===== src/rtl/risc_pack.sv =====
// risc_pack: shared Qrisc32 decode types, instruction field positions and helpers.
// Contents: opcode constants, incr_code_t, pipe_struct_t, decode_incr(), sext15().
package risc_pack;

    // Instruction field positions (LSB of each field)
    localparam int OP_LSB     = 28;
    localparam int TYPE_LSB   = 26;
    localparam int OFFSEL_BIT = 25;
    localparam int INCR_LSB   = 22;
    localparam int SRC2_LSB   = 10;
    localparam int SRC1_LSB   = 5;
    localparam int DST_LSB    = 0;

    localparam logic [3:0] OP_LDR    = 4'd0;
    localparam logic [3:0] OP_STR    = 4'd1;
    localparam logic [3:0] OP_JMPUNC = 4'd2;
    localparam logic [3:0] OP_JMPF   = 4'd3;
    localparam logic [3:0] OP_ALU    = 4'd4;
    localparam logic [3:0] OP_LDRF   = 4'd5;

    typedef enum logic [2:0] {
        INCR_Z0, INCR_P1, INCR_P2, INCR_P4,
        INCR_Z1, INCR_M1, INCR_M2, INCR_M4
    } incr_code_t;

    typedef struct packed {
        logic        read_mem;
        logic        write_mem;
        logic        write_reg;
        logic        jmpunc;
        logic        jmpz;
        logic        jmpnz;
        logic        jmpc;
        logic        jmpnc;
        logic        and_op;
        logic        or_op;
        logic        xor_op;
        logic        add_op;
        logic        mul_op;
        logic        shl_op;
        logic        shr_op;
        logic        cmp_op;
        logic        ldrf_op;
        logic        incr_r2_enable;
        logic [3:0]  incr_r2;
        logic [4:0]  src1_r;
        logic [4:0]  src2_r;
        logic [4:0]  dst_r;
        logic [31:0] val_r1;
        logic [31:0] val_r2;
        logic [31:0] val_dst;
    } pipe_struct_t;

    // Low two bits give magnitude 0/1/2/4, top bit negates (4-bit two's complement)
    function automatic logic [3:0] decode_incr(input incr_code_t c);
        logic [3:0] m;
        m = (c[1:0] == 2'd3) ? 4'd4 : {2'b00, c[1:0]};
        return c[2] ? -m : m;
    endfunction

    function automatic logic [31:0] sext15(input logic [14:0] v);
        return {{17{v[14]}}, v};
    endfunction

endpackage


===== src/rtl/risc_decode_fields.sv =====
// risc_decode_fields: combinational decode of one instruction word into pipe_struct_t.
// Ports: code (instruction), pc, r1/r2/rd (src1/src2/dst register values) -> pipe.
module risc_decode_fields
    import risc_pack::*;
(
    input  logic [31:0]  code,
    input  logic [31:0]  pc,
    input  logic [31:0]  r1,
    input  logic [31:0]  r2,
    input  logic [31:0]  rd,
    output pipe_struct_t pipe
);
    logic [3:0]  op;
    logic [1:0]  ty;
    logic [31:0] offset;
    logic [3:0]  incr;

    assign op     = code[OP_LSB +: 4];
    assign ty     = code[TYPE_LSB +: 2];
    assign offset = code[OFFSEL_BIT] ? r2 : sext15(code[24:10]);
    assign incr   = decode_incr(incr_code_t'(code[INCR_LSB +: 3]));

    always_comb begin
        pipe = '0;
        pipe.src1_r = code[SRC1_LSB +: 5];
        pipe.src2_r = code[SRC2_LSB +: 5];
        pipe.dst_r  = code[DST_LSB +: 5];
        pipe.incr_r2 = incr;
        pipe.incr_r2_enable = (incr != 4'd0) && (code[OFFSEL_BIT] || op == OP_ALU || op == OP_LDRF);
        case (op)
            OP_LDR: begin
                pipe.write_reg = 1'b1;
                case (ty)
                    2'd1: pipe.val_r1 = {code[20:5], rd[15:0]};
                    2'd2: pipe.val_r1 = {rd[31:16], code[20:5]};
                    2'd3: begin
                        pipe.read_mem = 1'b1;
                        pipe.val_r1   = r1;
                        pipe.val_r2   = offset;
                    end
                    default: pipe.val_r1 = r1;
                endcase
            end
            OP_STR: begin
                if (ty == 2'd3) begin
                    pipe.write_mem = 1'b1;
                    pipe.val_r1    = r1;
                    pipe.val_r2    = offset;
                    pipe.val_dst   = rd;
                end else begin
                    pipe.incr_r2_enable = 1'b0;
                end
            end
            OP_JMPUNC: begin
                pipe.jmpunc = 1'b1;
                case (ty)
                    2'd0: pipe.val_dst = {pc[31:26], code[25:0]};
                    2'd3: pipe.val_dst = rd;
                    default: begin
                        pipe.val_r1    = pc;
                        pipe.val_r2    = offset;
                        pipe.write_reg = (ty == 2'd2);
                        pipe.val_dst   = (ty == 2'd2) ? pc + 32'd4 : 32'd0;
                    end
                endcase
            end
            OP_JMPF: begin
                {pipe.jmpz, pipe.jmpnz, pipe.jmpc, pipe.jmpnc} = 4'b1000 >> ty;
                pipe.val_r1 = pc;
                pipe.val_r2 = offset;
            end
            OP_ALU: begin
                {pipe.and_op, pipe.or_op, pipe.xor_op, pipe.add_op,
                 pipe.mul_op, pipe.shl_op, pipe.shr_op, pipe.cmp_op} = 8'h80 >> code[27:25];
                pipe.write_reg = (code[27:25] != 3'd7);
                pipe.val_r1    = r1;
                pipe.val_r2    = r2;
            end
            OP_LDRF: begin
                // jmp flag acts as the condition select for execute
                {pipe.jmpz, pipe.jmpnz, pipe.jmpc, pipe.jmpnc} = 4'b1000 >> ty;
                pipe.ldrf_op   = 1'b1;
                pipe.write_reg = 1'b1;
                pipe.val_r1    = r1;
                pipe.val_r2    = r2;
            end
            default: pipe.incr_r2_enable = 1'b0;
        endcase
    end

endmodule


===== src/rtl/risc_decode.sv =====
// risc_decode: Qrisc32 decode stage with valid/ready output register, flush and load-use bubble.
// Ports: clk/reset; fetch side in_valid/in_ready/in_code/in_pc; flush; RF read ports
// rf_addr1..3/rf_data1..3; writeback wb_en/wb_addr/wb_data; execute side
// out_valid/out_ready/out_pipe; illegal_op pulse.
// Macro RISC_DECODE_WB_BYPASS_EN: forward wb_data onto RF reads matching wb_addr.
module risc_decode
    import risc_pack::*;
#(
    parameter int RF_AW = 5,
    parameter int DW    = 32
) (
    input  logic             clk,
    input  logic             reset,
    input  logic             in_valid,
    output logic             in_ready,
    input  logic [31:0]      in_code,
    input  logic [DW-1:0]    in_pc,
    input  logic             flush,
    output logic [RF_AW-1:0] rf_addr1,
    output logic [RF_AW-1:0] rf_addr2,
    output logic [RF_AW-1:0] rf_addr3,
    input  logic [DW-1:0]    rf_data1,
    input  logic [DW-1:0]    rf_data2,
    input  logic [DW-1:0]    rf_data3,
    input  logic             wb_en,
    input  logic [RF_AW-1:0] wb_addr,
    input  logic [DW-1:0]    wb_data,
    output logic             out_valid,
    input  logic             out_ready,
    output pipe_struct_t     out_pipe,
    output logic             illegal_op
);
    logic         valid_q, valid_d, illegal_q, illegal_d, hazard, accept;
    pipe_struct_t pipe_q, pipe_d, dec;
    logic [DW-1:0] r1, r2, rd;

    assign rf_addr1 = in_code[SRC1_LSB +: RF_AW];
    assign rf_addr2 = in_code[SRC2_LSB +: RF_AW];
    assign rf_addr3 = in_code[DST_LSB +: RF_AW];

`ifdef RISC_DECODE_WB_BYPASS_EN
    assign r1 = (wb_en && wb_addr == rf_addr1) ? wb_data : rf_data1;
    assign r2 = (wb_en && wb_addr == rf_addr2) ? wb_data : rf_data2;
    assign rd = (wb_en && wb_addr == rf_addr3) ? wb_data : rf_data3;
`else
    logic unused_wb;
    assign unused_wb = ^{wb_en, wb_addr, wb_data};
    assign r1 = rf_data1;
    assign r2 = rf_data2;
    assign rd = rf_data3;
`endif

    risc_decode_fields u_fields (
        .code (in_code),
        .pc   (in_pc),
        .r1   (r1),
        .r2   (r2),
        .rd   (rd),
        .pipe (dec)
    );

    // Load-use: the held load's destination is read by the incoming word
    assign hazard = valid_q && pipe_q.read_mem &&
                    (pipe_q.dst_r == rf_addr1 || pipe_q.dst_r == rf_addr2 || pipe_q.dst_r == rf_addr3);
    assign in_ready = (!valid_q || out_ready) && !hazard && !flush;
    assign accept   = in_valid && in_ready;

    // Under a hazard accept is 0, so an advancing output loads the bubble
    always_comb begin
        valid_d   = valid_q;
        pipe_d    = pipe_q;
        illegal_d = 1'b0;
        if (flush) begin
            valid_d = 1'b0;
            pipe_d  = '0;
        end else if (!valid_q || out_ready) begin
            valid_d   = accept;
            pipe_d    = accept ? dec : '0;
            illegal_d = accept && (in_code[OP_LSB +: 4] > OP_LDRF);
        end
    end

    always_ff @(posedge clk) begin
        if (reset) begin
            valid_q   <= 1'b0;
            pipe_q    <= '0;
            illegal_q <= 1'b0;
        end else begin
            valid_q   <= valid_d;
            pipe_q    <= pipe_d;
            illegal_q <= illegal_d;
        end
    end

    assign out_valid  = valid_q;
    assign out_pipe   = pipe_q;
    assign illegal_op = illegal_q;

endmodule


===== config.mk =====
export PLATFORM = sky130hd
export DESIGN_NAME = risc_decode
export DESIGN_NICKNAME = d
export VERILOG_FILES = /design/src/rtl/risc_pack.sv /design/src/rtl/risc_decode_fields.sv /design/src/rtl/risc_decode.sv
export SDC_FILE = /design/constraint.sdc
export NUM_CORES = 1
export LEC_CHECK = 0
export ABC_CLOCK_PERIOD_IN_PS = 2800
export BUFFER_PORTS_ARGS = -buffer_cell sky130_fd_sc_hd__buf_2
export CAP_MARGIN = 40
export CORE_ASPECT_RATIO = 1.1
export CORE_MARGIN = 10
export CORE_UTILIZATION = 35
export DETAILED_ROUTE_END_ITERATION = 10
export GPL_ROUTABILITY_DRIVEN = 0
export HOLD_SLACK_MARGIN = 0.02
export PLACE_DENSITY = 0.64
export SYNTH_ARGS = -nofsm -noshare
export SYNTH_HDL_FRONTEND = slang
export SYNTH_SLANG_ARGS = --single-unit

===== constraint.sdc =====
create_clock -name clk -period 2.8 [get_ports clk]
set_input_delay 0.56 -clock clk [delete_from_list [all_inputs] [get_ports clk]]
set_output_delay 0.56 -clock clk [all_outputs]
set_load 0.005 [all_outputs]

# == Yosys cells after proc, flatten, opt, wreduce, memory -nomap -nowiden ==
# Cells that the tools add are included.
# word_totals
input_bits,203
out_inout_bits,151
word_cells,94
register_bits,135
# classes
muxes,23
n_shift,2
n_lt_le_gt_ge,1
n_reduce_logical,25
eq_ne,13
n_addsub,2
n_bitwise,1
# ops
cell,count
64-bit case mux with 5 select lines,1
32-bit case mux with 2 select lines,3
133-bit 2-to-1 mux,1
32-bit 2-to-1 mux,3
96-bit 2-to-1 mux,1
64-bit 2-to-1 mux,1
"32-bit by 3-bit adder with 32-bit output, second input constant",1
5-bit equality test,3
2-bit OR reduction,5
"4-bit by 2-bit equality test with 1-bit output, second input constant",2
"4-bit by 3-bit equality test with 1-bit output, second input constant",2
4-bit 2-to-1 mux,2
8-bit 2-to-1 mux,1
"8-bit by 3-bit right shift with 8-bit output, first input constant",1
1-bit logical AND,7
1-bit 2-to-1 mux,7
"2-bit equality test, second input constant",3
1-bit logical OR,5
5-bit OR reduction,1
"4-bit by 1-bit equality test with 1-bit output, second input constant",1
"4-bit by 3-bit > comparator with 1-bit output, second input constant",1
4-bit logical NOT,1
4-bit negation,1
4-bit nonzero test,1
other kinds (10),12

# == Longest topological paths before layout ==
# depth
depth_word,9
depth_mapped,10
mapped_depth_nobuf,8

# == Modules after synthesis ==
# From an unflattened synthesis, not the netlist that was laid out.
# unflattened
cells_unflattened,1081
hier_area_um2,8603.3
# modules_own_cells
module,area_per_inst_um2,n_inst,cells_per_inst
risc_decode,5781.8,1,654
risc_decode_fields,2821.5,1,427

# == Least setup slack after synthesis ==
# Ideal clock, no wire load.
# synth_timing
path_type,in2reg
start,in in_code[28]
end,"reg pipe_q, in the netlist out_pipe[12]"
n_path_buf,3
setup_ns,0.074
slack_ns,0.624
stages,8
required_ns,2.726
arrival_time_ns,2.102
cell_sequence,clkbuf_1 -> nor4b_2 -> nand2_1 -> nor2_1 -> buf_2 -> buf_2 -> a222oi_1 -> o21ai_0
# synth_via
elab_chain_cells,3
# synth_lines
element,line,rtl
from (decl),risc_decode.sv:16,"input logic [31:0] in_code,"
4-bit by 2-bit equality test with 1-bit output or 4-bit by 1-bit equality test with 1-bit output (tied branches),risc_decode_fields.sv:30,case (op)
32-bit case mux with 2 select lines *,risc_decode_fields.sv:30,
133-bit 2-to-1 mux *,risc_decode.sv:78,pipe_d = accept ? dec : '0;
to (signal assigned),risc_decode.sv:90,pipe_q <= pipe_d;
to (decl),risc_decode.sv:34,"pipe_struct_t pipe_q, pipe_d, dec;"
# Mark *: on every way between the ends. The rest lies on a longest branch, timed or not.
# A chain may end at the register's enable or synchronous reset.

# == Worst setup path in the final report ==
# layout_timing
start,"reg pipe_q, in the netlist out_pipe[96]"
end,out in_ready
# layout_via
elab_chain_cells,7
# layout_lines
element,line,rtl
5-bit equality test,risc_decode.sv:64,(pipe_q.dst_r == rf_addr1 || pipe_q.dst_r == rf_addr2 || pipe_q.dst_r == rf_addr3);
1-bit logical OR,risc_decode.sv:64,
1-bit logical OR *,risc_decode.sv:64,
1-bit logical AND *,risc_decode.sv:63,assign hazard = valid_q && pipe_q.read_mem &&
1-bit logical NOT *,risc_decode.sv:65,assign in_ready = (!valid_q || out_ready) && !hazard && !flush;
1-bit logical AND * (2 in series),risc_decode.sv:65,
to (decl),risc_decode.sv:15,"output logic in_ready,"
# Marks and branches as above.

==> flow_summary.toml <==
[route]
wl_um = 33100
vias = 7960
first_pass_iters = 6
wl_per_cell_um = 24.0
drt-vias-per-instance = 5.77
antenna_left = 0
drc = 0
drt_iter0_drc = 774

[grt]
grt_pass1_wl_um = 48600
grt_pass1_vias = 7939
grt_max_degree = 56
grt-ovfl-total = 0
grt_use_total_pct = 23.8
antenna_found_initial = 1

[place]
io_buffers = 315
place_hpwl_um = 25100

[clock_network]
numCtsBuffers = 17
clockBufferDepth = 2
cts_root_buffer = "clkbuf_16"
cts_htree_levels = 4
cts-hold-fix-buffers = 0
cts_tree = "done"
worstSkewPairLatency_ns = 0.43
cts_setup_buffers = 0
cts.repair.resized = 0
clock_sinks = 135
clkTransAtPathRegs_ns = 0.06

[setup_path]
cp_max_fo = 5
critPathCaptureType = "output pin"
cp-start-kind = "flip-flop"
crit_arrival_ns = 1.91
cp.required_ns = 2.24
crit_type = "reg2out"

[sta]
finalSetupViolCount = 0
min_period_ns = 2.47
slew_violations = 0
rsz0062_at_grt = "no"
hold_viol_final = 0
timing.hold.ws_ns = 0.335
relSlewSlack_pct = 40.1
worstMarginPinSlew_ns = 0.893
tns_ns = 0
skew_ns = 0.00752
finalCritPeriodShare_pct = 88.3
fmax_mhz = 405

[power]
p_int_mw = 3.73
power_leakage_nw = 4.27
switching_share_pct = 27.0
p_seq_share_pct = 38.2
pwr-share-comb_pct = 12.7
irDropWorstVdd_mv = 0.424
p_switching_mw = 1.38
pwr-share-clk_pct = 49.0
power_density_mw_per_mm2 = 536

[die]
rows = 54
core_mm2 = 0.0198
ios = 354
die_area_mm2 = 0.0261
die_x_um = 155
die_h_um = 169
initial_utilization_pct = 35.5

[job]
maxCapViolCount = 0

[layout]
syn2layout_area_growth_pct = 35.9
fin_nets = 1327
drive_gt1_share_pct = 36.4
mostFrequentLayoutCells = "315 x buf_2, 135 x dfxtp_1, 117 x nand2_1"
final_common_cell = "buf_2"

[synthesis]
ys_types = 59
synth_ff_type = "dfxtp_1"
synth-seq-area-share_pct = 38.5
syn_nets = 1029
yosys_warnings = 0
synth-edff-count = 0
syn_inst = 815
avgSynthCellArea_um2 = 8.62
async_flop_share_pct = 0
synth_area_mm2 = 0.00703
yosys_register_bits = 135

[outcome]
outcome = "finished clean"

[min_path]
hold_class = "in2reg"
flip-flops by register name, indices dropped and copies added, names as in the netlist:
| name | count |
|---|---|
| illegal_op | 1 |
| out_pipe | 133 |
| out_valid | 1 |
power groups by stage:
stage | clock [mW] | combinational, mW | sequential (mW)
after floorplan | 0 | 0.298 | 2.00
after global placement | 0 | 0.638 | 2.00
after detailed placement | 0 | 0.644 | 2.00
after CTS | 2.54 | 0.648 | 1.95
after global routing | 2.61 | 0.707 | 1.96
final | 2.51 | 0.652 | 1.95
kinds of logic after synthesis:
logic type | synth area share [%]
compound gates | 31.0
xor+xnor | 5.11
fa+ha+maj | 1.96
buf+inv | 7.43
flops | 38.5
mux | 0.570
simple gates | 15.5
cells in the mapped netlist, types with 7 or more instances:
library cell  instances  area share [%]
a21oi_1              23             1.6
xnor2_1              21             2.6
nand2_1             117             6.3
nand3_1              10            0.71
a22oi_1              24             2.6
clkbuf_8              7             1.4
buf_4                15             1.6
dfxtp_1             135              38
a22o_1               59             7.4
xor2_1               20             2.5
nor2_1               44             2.4
a222oi_1             49             7.0
nor3_1                7            0.50
o21ai_1              10            0.71
a32o_1                8             1.1
o21ai_0              85             6.1
clkbuf_1             56             3.0
ha_1                 11             2.0
inv_1                15            0.80
a221oi_1             10             1.2
nand4_1              12             1.1
worst max-delay path: stages, from the launching register on:
cell and delay [ns]:
dfxtp_1 0.47, xor2_1 0.20, nor4_1 0.08, a22oi_1 0.37, nand3_1 0.15, nor2_1 0.11, buf_2 0.12
layer usage:
metal  wire length, um  vias to the layer above  track usage, %
li1                  -                     3678               -
met1             13200                     3815            28.7
met2             16100                      417            40.2
met3              3150                       50            7.28
met4               650                        0            6.33
met5                 0                        -               0
worst paths after layout:
check	from	end	slack [ns]	depth (start not counted)
max	out_pipe[96]	in_ready	0.33	6
min	out_ready	out_pipe[132]	0.33	2
min reg2reg	out_pipe[93]	out_pipe[93]	0.45	2
max reg2reg	out_pipe[96]	out_pipe[125]	0.54	6
cell type report:
cell class	instances	area, um2
Tap cell	252	315
Fill cell	2015	10300
Sequential cell	135	2700
Clock inverter	14	210
Inverter	15	56.3
Antenna cell	2	5.00
Clock buffer	18	429
Multi-Input combinational cell	579	3810
Timing Repair Buffer	365	2010
stage by stage:
stage / cells / area, um2 / worst slack (ns) / utilization [%] / total power, mW
6_report: 1380 / 9550 / 0.328 / 48.2 / 5.11
4_1_cts: 1378 / 9540 / 0.286 / 48.2 / 5.14
5_1_grt: 1378 / 9540 / 0.152 / 48.2 / 5.27
2_1_floorplan: 815 / 7030 / 0.624 / - / 2.30
3_3_place_gp: 1345 / 8890 / 0.222 / 44.9 / 2.63
3_5_place_dp: 1346 / 8900 / 0.216 / 45.0 / 2.64
No activity file was read; power rests on OpenSTA's default activity.
